### src/rtl/punc_control_pkg.sv
// Shared opcodes, FSM states and datapath mux encodings for the PUnC control unit.
package punc_control_pkg;

  localparam logic [3:0] OP_BR   = 4'b0000;
  localparam logic [3:0] OP_ADD  = 4'b0001;
  localparam logic [3:0] OP_LD   = 4'b0010;
  localparam logic [3:0] OP_ST   = 4'b0011;
  localparam logic [3:0] OP_JSR  = 4'b0100;
  localparam logic [3:0] OP_AND  = 4'b0101;
  localparam logic [3:0] OP_LDR  = 4'b0110;
  localparam logic [3:0] OP_STR  = 4'b0111;
  localparam logic [3:0] OP_RTI  = 4'b1000;
  localparam logic [3:0] OP_NOT  = 4'b1001;
  localparam logic [3:0] OP_LDI  = 4'b1010;
  localparam logic [3:0] OP_STI  = 4'b1011;
  localparam logic [3:0] OP_JMP  = 4'b1100;
  localparam logic [3:0] OP_RSV  = 4'b1101;
  localparam logic [3:0] OP_LEA  = 4'b1110;
  localparam logic [3:0] OP_TRAP = 4'b1111;

  typedef enum logic [2:0] {
    ST_INIT   = 3'd0,
    ST_FETCH  = 3'd1,
    ST_DECODE = 3'd2,
    ST_EXEC   = 3'd3,
    ST_EXEC2  = 3'd4,
    ST_HALT   = 3'd5
  } state_e;

  localparam logic [1:0] PC_SRC_ADDER = 2'd0;
  localparam logic [1:0] PC_SRC_ALU   = 2'd1;
  localparam logic [1:0] PC_SRC_STORE = 2'd2;

  localparam logic PC_ADD_OFF11 = 1'b0;
  localparam logic PC_ADD_OFF9  = 1'b1;

  localparam logic [1:0] ADDR_PC    = 2'd0;
  localparam logic [1:0] ADDR_ALU   = 2'd1;
  localparam logic [1:0] ADDR_STORE = 2'd2;

  localparam logic [1:0] RFW_PC  = 2'd0;
  localparam logic [1:0] RFW_MEM = 2'd1;
  localparam logic [1:0] RFW_ALU = 2'd2;

  localparam logic A_PC  = 1'b0;
  localparam logic A_RF  = 1'b1;
  localparam logic B_RF  = 1'b0;
  localparam logic B_IMM = 1'b1;

  localparam logic [1:0] SEXT_5 = 2'd0;
  localparam logic [1:0] SEXT_6 = 2'd1;
  localparam logic [1:0] SEXT_9 = 2'd2;

  localparam logic [1:0] ALU_ADD    = 2'd0;
  localparam logic [1:0] ALU_AND    = 2'd1;
  localparam logic [1:0] ALU_PASS_A = 2'd2;
  localparam logic [1:0] ALU_NOT    = 2'd3;

  localparam logic NZP_ALU   = 1'b0;
  localparam logic NZP_MEM   = 1'b1;
  localparam logic STORE_ALU = 1'b0;
  localparam logic STORE_MEM = 1'b1;

endpackage

### src/rtl/punc_control_decode.sv
// Combinational instruction classifier: opcode class, branch condition and immediate width.
module punc_control_decode #(
  parameter logic [7:0] HALT_VECTOR = 8'h25
) (
  input  logic [15:0] ir_i,
  input  logic [2:0]  nzp_i,
  output logic [3:0]  opcode_o,
  output logic        halt_trap_o,
  output logic        illegal_o,
  output logic        nop_trap_o,
  output logic        two_cycle_o,
  output logic        br_taken_o,
  output logic [1:0]  sext_sel_o
);
  import punc_control_pkg::*;

  logic is_trap;

  assign opcode_o    = ir_i[15:12];
  assign is_trap     = (opcode_o == OP_TRAP);
  assign halt_trap_o = is_trap && (ir_i[7:0] == HALT_VECTOR);
  assign nop_trap_o  = is_trap && (ir_i[7:0] != HALT_VECTOR);
  assign illegal_o   = (opcode_o == OP_RTI) || (opcode_o == OP_RSV);
  assign two_cycle_o = (opcode_o == OP_JSR) || (opcode_o == OP_LDI) || (opcode_o == OP_STI);
  // A zero condition field never branches, since no flag bit can match it.
  assign br_taken_o  = |(ir_i[11:9] & nzp_i);

  always_comb begin
    sext_sel_o = SEXT_5;
    case (opcode_o)
      OP_LDR, OP_STR:                 sext_sel_o = SEXT_6;
      OP_LD, OP_ST, OP_LDI, OP_STI,
      OP_LEA:                         sext_sel_o = SEXT_9;
      default:                        sext_sel_o = SEXT_5;
    endcase
  end

endmodule

### src/rtl/punc_control.sv
// PUnC LC3 control FSM driving all datapath control lines.
// Optional macro PUNC_ILLEGAL_HALT_EN: opcodes 1000/1101 halt and raise illegal_op.
//
// state  | meaning
// INIT   | clear PC
// FETCH  | load IR from mem[PC], increment PC
// DECODE | classify instruction, no datapath writes
// EXEC   | first execute cycle
// EXEC2  | second execute cycle (JSR, LDI, STI)
// HALT   | stopped until reset
module punc_control #(
  parameter logic [7:0] HALT_VECTOR = 8'h25
) (
  input  logic        clk,
  input  logic        rst,
  input  logic [15:0] ir,
  input  logic [2:0]  nzp,
  output logic        pc_clr,
  output logic        pc_inc,
  output logic        pc_ld,
  output logic [1:0]  pc_data_sel,
  output logic        pc_add_sel,
  output logic        ir_ld,
  output logic [1:0]  mem_addr_sel,
  output logic        mem_w_en,
  output logic [2:0]  rf_r_addr_0,
  output logic [2:0]  rf_r_addr_1,
  output logic [2:0]  rf_w_addr,
  output logic        rf_w_en,
  output logic [1:0]  rf_w_sel,
  output logic        a_sel,
  output logic        b_sel,
  output logic [1:0]  sext_sel,
  output logic [1:0]  alu_sel,
  output logic        nzp_sel,
  output logic        nzp_ld,
  output logic        store_ld,
  output logic        store_sel,
  output logic        halted
`ifdef PUNC_ILLEGAL_HALT_EN
  ,
  output logic        illegal_op
`endif
);
  import punc_control_pkg::*;

  state_e      state_q, state_d;
  logic [3:0]  opcode;
  logic        halt_trap, illegal, nop_trap, two_cycle, br_taken;
  logic [1:0]  sext_dec;
  logic [2:0]  dr, sr1;

  assign dr  = ir[11:9];
  assign sr1 = ir[8:6];

  punc_control_decode #(.HALT_VECTOR(HALT_VECTOR)) u_decode (
    .ir_i        (ir),
    .nzp_i       (nzp),
    .opcode_o    (opcode),
    .halt_trap_o (halt_trap),
    .illegal_o   (illegal),
    .nop_trap_o  (nop_trap),
    .two_cycle_o (two_cycle),
    .br_taken_o  (br_taken),
    .sext_sel_o  (sext_dec)
  );

  always_ff @(posedge clk or negedge rst) begin
    if (!rst) state_q <= ST_INIT;
    else      state_q <= state_d;
  end

`ifdef PUNC_ILLEGAL_HALT_EN
  logic illegal_q, illegal_d;

  assign illegal_d  = illegal_q | ((state_q == ST_DECODE) & illegal);
  assign illegal_op = illegal_q;

  always_ff @(posedge clk or negedge rst) begin
    if (!rst) illegal_q <= 1'b0;
    else      illegal_q <= illegal_d;
  end
`endif

  always_comb begin
    state_d = state_q;
    case (state_q)
      ST_INIT:   state_d = ST_FETCH;
      ST_FETCH:  state_d = ST_DECODE;
      ST_DECODE: begin
        if (halt_trap)     state_d = ST_HALT;
`ifdef PUNC_ILLEGAL_HALT_EN
        else if (illegal)  state_d = ST_HALT;
`else
        else if (illegal)  state_d = ST_FETCH;
`endif
        else if (nop_trap) state_d = ST_FETCH;
        else               state_d = ST_EXEC;
      end
      ST_EXEC:   state_d = two_cycle ? ST_EXEC2 : ST_FETCH;
      ST_EXEC2:  state_d = ST_FETCH;
      ST_HALT:   state_d = ST_HALT;
      default:   state_d = ST_INIT;
    endcase
  end

  always_comb begin
    pc_clr       = 1'b0;
    pc_inc       = 1'b0;
    pc_ld        = 1'b0;
    pc_data_sel  = PC_SRC_ADDER;
    pc_add_sel   = PC_ADD_OFF11;
    ir_ld        = 1'b0;
    mem_addr_sel = ADDR_PC;
    mem_w_en     = 1'b0;
    rf_r_addr_0  = 3'd0;
    rf_r_addr_1  = 3'd0;
    rf_w_addr    = 3'd0;
    rf_w_en      = 1'b0;
    rf_w_sel     = RFW_PC;
    a_sel        = A_PC;
    b_sel        = B_RF;
    sext_sel     = SEXT_5;
    alu_sel      = ALU_ADD;
    nzp_sel      = NZP_ALU;
    nzp_ld       = 1'b0;
    store_ld     = 1'b0;
    store_sel    = STORE_ALU;
    halted       = 1'b0;

    case (state_q)
      ST_INIT:  pc_clr = 1'b1;
      ST_FETCH: begin
        ir_ld        = 1'b1;
        pc_inc       = 1'b1;
        mem_addr_sel = ADDR_PC;
      end
      ST_EXEC: begin
        case (opcode)
          OP_ADD, OP_AND, OP_NOT: begin
            a_sel       = A_RF;
            rf_r_addr_0 = sr1;
            if (opcode == OP_NOT) begin
              alu_sel = ALU_NOT;
            end else begin
              alu_sel = (opcode == OP_AND) ? ALU_AND : ALU_ADD;
              if (ir[5]) begin
                b_sel    = B_IMM;
                sext_sel = sext_dec;
              end else begin
                rf_r_addr_1 = ir[2:0];
              end
            end
            rf_w_sel  = RFW_ALU;
            rf_w_en   = 1'b1;
            rf_w_addr = dr;
            nzp_sel   = NZP_ALU;
            nzp_ld    = 1'b1;
          end
          OP_BR: begin
            pc_ld       = br_taken;
            pc_data_sel = PC_SRC_ADDER;
            pc_add_sel  = PC_ADD_OFF9;
          end
          OP_JMP: begin
            a_sel       = A_RF;
            rf_r_addr_0 = sr1;
            alu_sel     = ALU_PASS_A;
            pc_data_sel = PC_SRC_ALU;
            pc_ld       = 1'b1;
          end
          OP_JSR: begin
            // Capture the JSRR target now so a later R7 write cannot disturb it.
            if (!ir[11]) begin
              a_sel       = A_RF;
              rf_r_addr_0 = sr1;
              alu_sel     = ALU_PASS_A;
              store_sel   = STORE_ALU;
              store_ld    = 1'b1;
            end
          end
          OP_LD, OP_LDR, OP_ST, OP_STR: begin
            b_sel        = B_IMM;
            sext_sel     = sext_dec;
            alu_sel      = ALU_ADD;
            mem_addr_sel = ADDR_ALU;
            if (opcode == OP_LDR || opcode == OP_STR) begin
              a_sel       = A_RF;
              rf_r_addr_0 = sr1;
            end
            if (opcode == OP_LD || opcode == OP_LDR) begin
              rf_w_sel  = RFW_MEM;
              rf_w_en   = 1'b1;
              rf_w_addr = dr;
              nzp_sel   = NZP_MEM;
              nzp_ld    = 1'b1;
            end else begin
              rf_r_addr_1 = dr;
              mem_w_en    = 1'b1;
            end
          end
          OP_LDI, OP_STI: begin
            b_sel        = B_IMM;
            sext_sel     = sext_dec;
            alu_sel      = ALU_ADD;
            mem_addr_sel = ADDR_ALU;
            store_sel    = STORE_MEM;
            store_ld     = 1'b1;
          end
          OP_LEA: begin
            b_sel     = B_IMM;
            sext_sel  = sext_dec;
            alu_sel   = ALU_ADD;
            rf_w_sel  = RFW_ALU;
            rf_w_en   = 1'b1;
            rf_w_addr = dr;
          end
          default: ;
        endcase
      end
      ST_EXEC2: begin
        case (opcode)
          OP_JSR: begin
            rf_w_sel    = RFW_PC;
            rf_w_addr   = 3'd7;
            rf_w_en     = 1'b1;
            pc_ld       = 1'b1;
            pc_data_sel = ir[11] ? PC_SRC_ADDER : PC_SRC_STORE;
            pc_add_sel  = PC_ADD_OFF11;
          end
          OP_LDI: begin
            mem_addr_sel = ADDR_STORE;
            rf_w_sel     = RFW_MEM;
            rf_w_en      = 1'b1;
            rf_w_addr    = dr;
            nzp_sel      = NZP_MEM;
            nzp_ld       = 1'b1;
          end
          OP_STI: begin
            mem_addr_sel = ADDR_STORE;
            rf_r_addr_1  = dr;
            mem_w_en     = 1'b1;
          end
          default: ;
        endcase
      end
      ST_HALT: halted = 1'b1;
      default: ;
    endcase
  end

endmodule
### config.mk
export PLATFORM = sky130hd
export DESIGN_NAME = punc_control
export DESIGN_NICKNAME = d
export VERILOG_FILES = /design/src/rtl/punc_control_pkg.sv /design/src/rtl/punc_control_decode.sv /design/src/rtl/punc_control.sv
export SDC_FILE = /design/constraint.sdc
export NUM_CORES = 1
export LEC_CHECK = 0
export BUFFER_PORTS_ARGS = -buffer_cell sky130_fd_sc_hd__buf_2
export CELL_PAD_IN_SITES_DETAIL_PLACEMENT = 1
export CELL_PAD_IN_SITES_GLOBAL_PLACEMENT = 1
export CORE_MARGIN = 2
export CORE_UTILIZATION = 28
export CTS_BUF_LIST = sky130_fd_sc_hd__clkbuf_8
export DETAILED_ROUTE_END_ITERATION = 6
export GPL_ROUTABILITY_DRIVEN = 0
export GPL_TIMING_DRIVEN = 0
export HOLD_SLACK_MARGIN = 0.12
export PLACE_DENSITY_LB_ADDON = 0.1
export SYNTH_ARGS = -nofsm -noshare
export SYNTH_HDL_FRONTEND = slang
export SYNTH_SLANG_ARGS = --single-unit
### constraint.sdc
create_clock -name clk -period 4.5 [get_ports clk]
set_input_delay 0.225 -clock clk [delete_from_list [all_inputs] [get_ports clk]]
set_output_delay 0.225 -clock clk [all_outputs]
set_load 0.03 [all_outputs]
==> metrics.md <==
| Metric | Value |
|---|---|
| Clock root buffer | clkbuf_8 |
| Routed wire per std cell | 14.3 um |
| Vias in the first global route | 852 |
| First-pass GRT wire length | 4050 um |
| Startpoint types | flop |
| Mapped Nets | 123 |
| Most flops, register | state_q |
| Status | completed |
| Routed WL | 2690 um |
| Slowest-stage cell, CP | or3b_1 |
| Area occupied by multi-input gates | 526 um2 |
| Core area | 0.00241 mm2 |
| Area growth syn-to-layout | 50.2% |
| Post-CTS Resized | 0 |
| CP top delay family | simple AND/OR/NAND/NOR gates |
| Die area | 0.00289 mm2 |
| Critical Path AT | 2.00 ns |
| Number of DRC markers in iteration 0 | 15 |
| Area post-placement | 986 um2 |
| Register area share after synthesis | 10.8% |
| Post-Synthesis Mean Instance Area | 6.80 um2 |
| Via density | 5.20 |
| FF+latch count, synth | 3 |
| FF+latch area | 75.1 um2 |
| Commonest non-fill, non-tap cell in the layout | buf_2 |
| Max reg flops | 3 |
| Drt drc | 0 |
| RSZ-0062 raised after global routing | no |
| Clk_lat worst skew | 0.22 ns |
| Crit end category | primary output |
| Tot GR Track Use | 18.8% |
| Inserted Clock Buffers | 3 |
| M3 GR Usage | 2.22% |
| Worst Tran Pin Value | 0.439 ns |
| Port bufs | 51 |
| Congestion Overflow GR | 0 |
| Clk buf depth | 2 |
| CP Class | reg2out |
| Rel. slew slack | 70.7% |
| Commonest cells after routing, fill and taps aside | buf_2 (53), nor2_1 (13), a21oi_1 (10), nand2_1 (7) |
| # fillers | 352 |
| Final ANT Viol Nets | 0 |
| YS warnings | 0 |
| Post-synth EDFFs | 0 |
| Width of the chip | 53.8 um |
| Finished Core Util | 43.2% |
| Final hold slack | 0.331 ns |
| Largest stage delay on the critical path | 0.37 ns |
| CP Data Required Time | 4.28 ns |
| Async set-reset flop share out of synthesis | 100% |
| Initial Util | 28.8% |
| Die Y-Extent | 53.8 um |
| Worst vdd ir | 230 uV |
| Mapped cell area | 693 um2 |
| Dpl ws | 2.49 ns |
| GRT Max-Usage Layer | met2 |
| Post-DP HPWL | 2110 um |
| Largest net degree at the start of global routing | 11 |
| Row count | 18 |
| Initial antenna violation count | 0 |
| Pwr dens | 442 mW/mm2 |
| Type of the worst min-delay path | in2async |
| Top FF cell, synth | dfrtp_1 |
| Fin crit period | 2.22 ns |
| TritonCTS clock tree | yes |
| Mapped Cells | 102 |
| Via Count | 978 |
| MaxCap Viol Count | 0 |
| Ant. Diodes | 0 |
| Met2 GRT Util | 33.1% |
| Critical path buffers and inverters | 3 |
| Yosys cell types | 43 |
| Fin. Hold Viols | 0 |
| Part of the cycle the worst path needs | 49.4% |
| Biggest regs | state_q x3 |
| Max-slew violation count | 0 |
| CTS Sinks | 3 |
| Critical path fanouts, max | 10 |
| Worst path cell trace | buf_4, or3b_1, buf_6, o22ai_2, nand3_1, a21oi_1, buf_2 |
| Final worst slack | 2.28 ns |
| Setup Viol. Count Final | 0 |
| Max Clk Rate | 450 MHz |
| CTS clk-pin slew, worst paths | 0.03 ns |
| Leak | 0.560 nW |
| Layout cells sized above 1 | 43.0% |
| Layout Skew | 0.00107 ns |
| Met1 Resource Use GR | 23.3% |
| TNS Setup | 0 ns |
| DR pass1 iterations | 4 |
| Post-layout nets | 180 |
| H-tree depth | 1 |
| Number of top-level pins | 54 |
| Final Cell Area | 0.00104 mm2 |
## cell type report
| cell class | count | area share [%] |
|---|---|---|
| Buffer | 11 | 7.09 |
| Clock buffer | 3 | 3.97 |
| Clock inverter | 1 | 0.361 |
| Inverter | 5 | 1.80 |
| Multi-Input combinational cell | 83 | 50.5 |
| Sequential cell | 3 | 7.21 |
| Tap cell | 30 | 3.61 |
| Timing Repair Buffer | 52 | 25.5 |
## routing by layer
layer | wire [um] | vias to the layer above
met5 | 0 | -
met4 | 12 | 0
met3 | 121 | 2
met2 | 1440 | 27
met1 | 1120 | 462
li1 | - | 487
## path summary, 6_finish.rpt
path | from | endpoint | slack, ns | depth (start not counted)
hold reg to reg | state_q[2] | state_q[1] | 0.57 | 2
setup reg to reg | state_q[2] | state_q[2] | 3.26 | 5
setup / recovery | state_q[1] | rf_w_addr[0] | 2.28 | 7
hold / removal | rst | state_q[0] | 0.33 | 2
min in group clk | ir[4] | state_q[2] | 0.41 | 4
max in group asynchronous | rst | state_q[1] | 4.07 | 2
## cell usage after synthesis, types with 2 or more instances
| cell type | number | area share, % |
|---|---|---|
| nand3_1 | 2 | 1.4 |
| buf_2 | 2 | 1.4 |
| dfrtp_1 | 3 | 11 |
| nor4_1 | 2 | 1.8 |
| nor2_1 | 13 | 7.0 |
| nand2b_1 | 2 | 1.8 |
| buf_6 | 2 | 3.2 |
| clkbuf_1 | 3 | 1.6 |
| o21ai_0 | 3 | 2.2 |
| and2_1 | 5 | 4.5 |
| a211oi_1 | 2 | 2.2 |
| nand2_1 | 7 | 3.8 |
| a21oi_1 | 10 | 7.2 |
| nor2b_1 | 2 | 1.8 |
| buf_4 | 4 | 4.3 |
| nor3_1 | 6 | 4.3 |
| a22o_1 | 3 | 3.8 |
| inv_1 | 5 | 2.7 |
| o21a_1 | 2 | 2.2 |
## power breakdown
group	switching, mW	total (mW)	internal [mW]
combinational	0.227	0.341	0.115
sequential	0.00404	0.0426	0.0386
clock	0.0178	0.0759	0.0581
## metrics by stage
step / power [mW] / instances
6_report: 0.460 / 188
5_1_grt: 0.500 / 188
4_1_cts: 0.467 / 188
3_5_place_dp: 0.386 / 183
3_3_place_gp: 0.380 / 183
2_1_floorplan: 0.295 / 102
## logic make-up (layout without fill, tap and decap cells)
logic type / after synthesis / in the layout / share of synthesized area, %
xor gates and xnor gates: 1 / 1 / 1.26
AOI/OAI and AO/OA: 31 / 31 / 31.8
buffers and inverters: 16 / 72 / 13.4
and+or+nand+nor: 51 / 51 / 42.8
DFF: 3 / 3 / 10.8
## what timing repair did
action | 4_1_cts | 5_1_grt
hold buffers | 1 | 0
endpoints found under the hold margin | 3 | 0
setup buffers | 0 | 0
(Power assumes the default switching activity.)
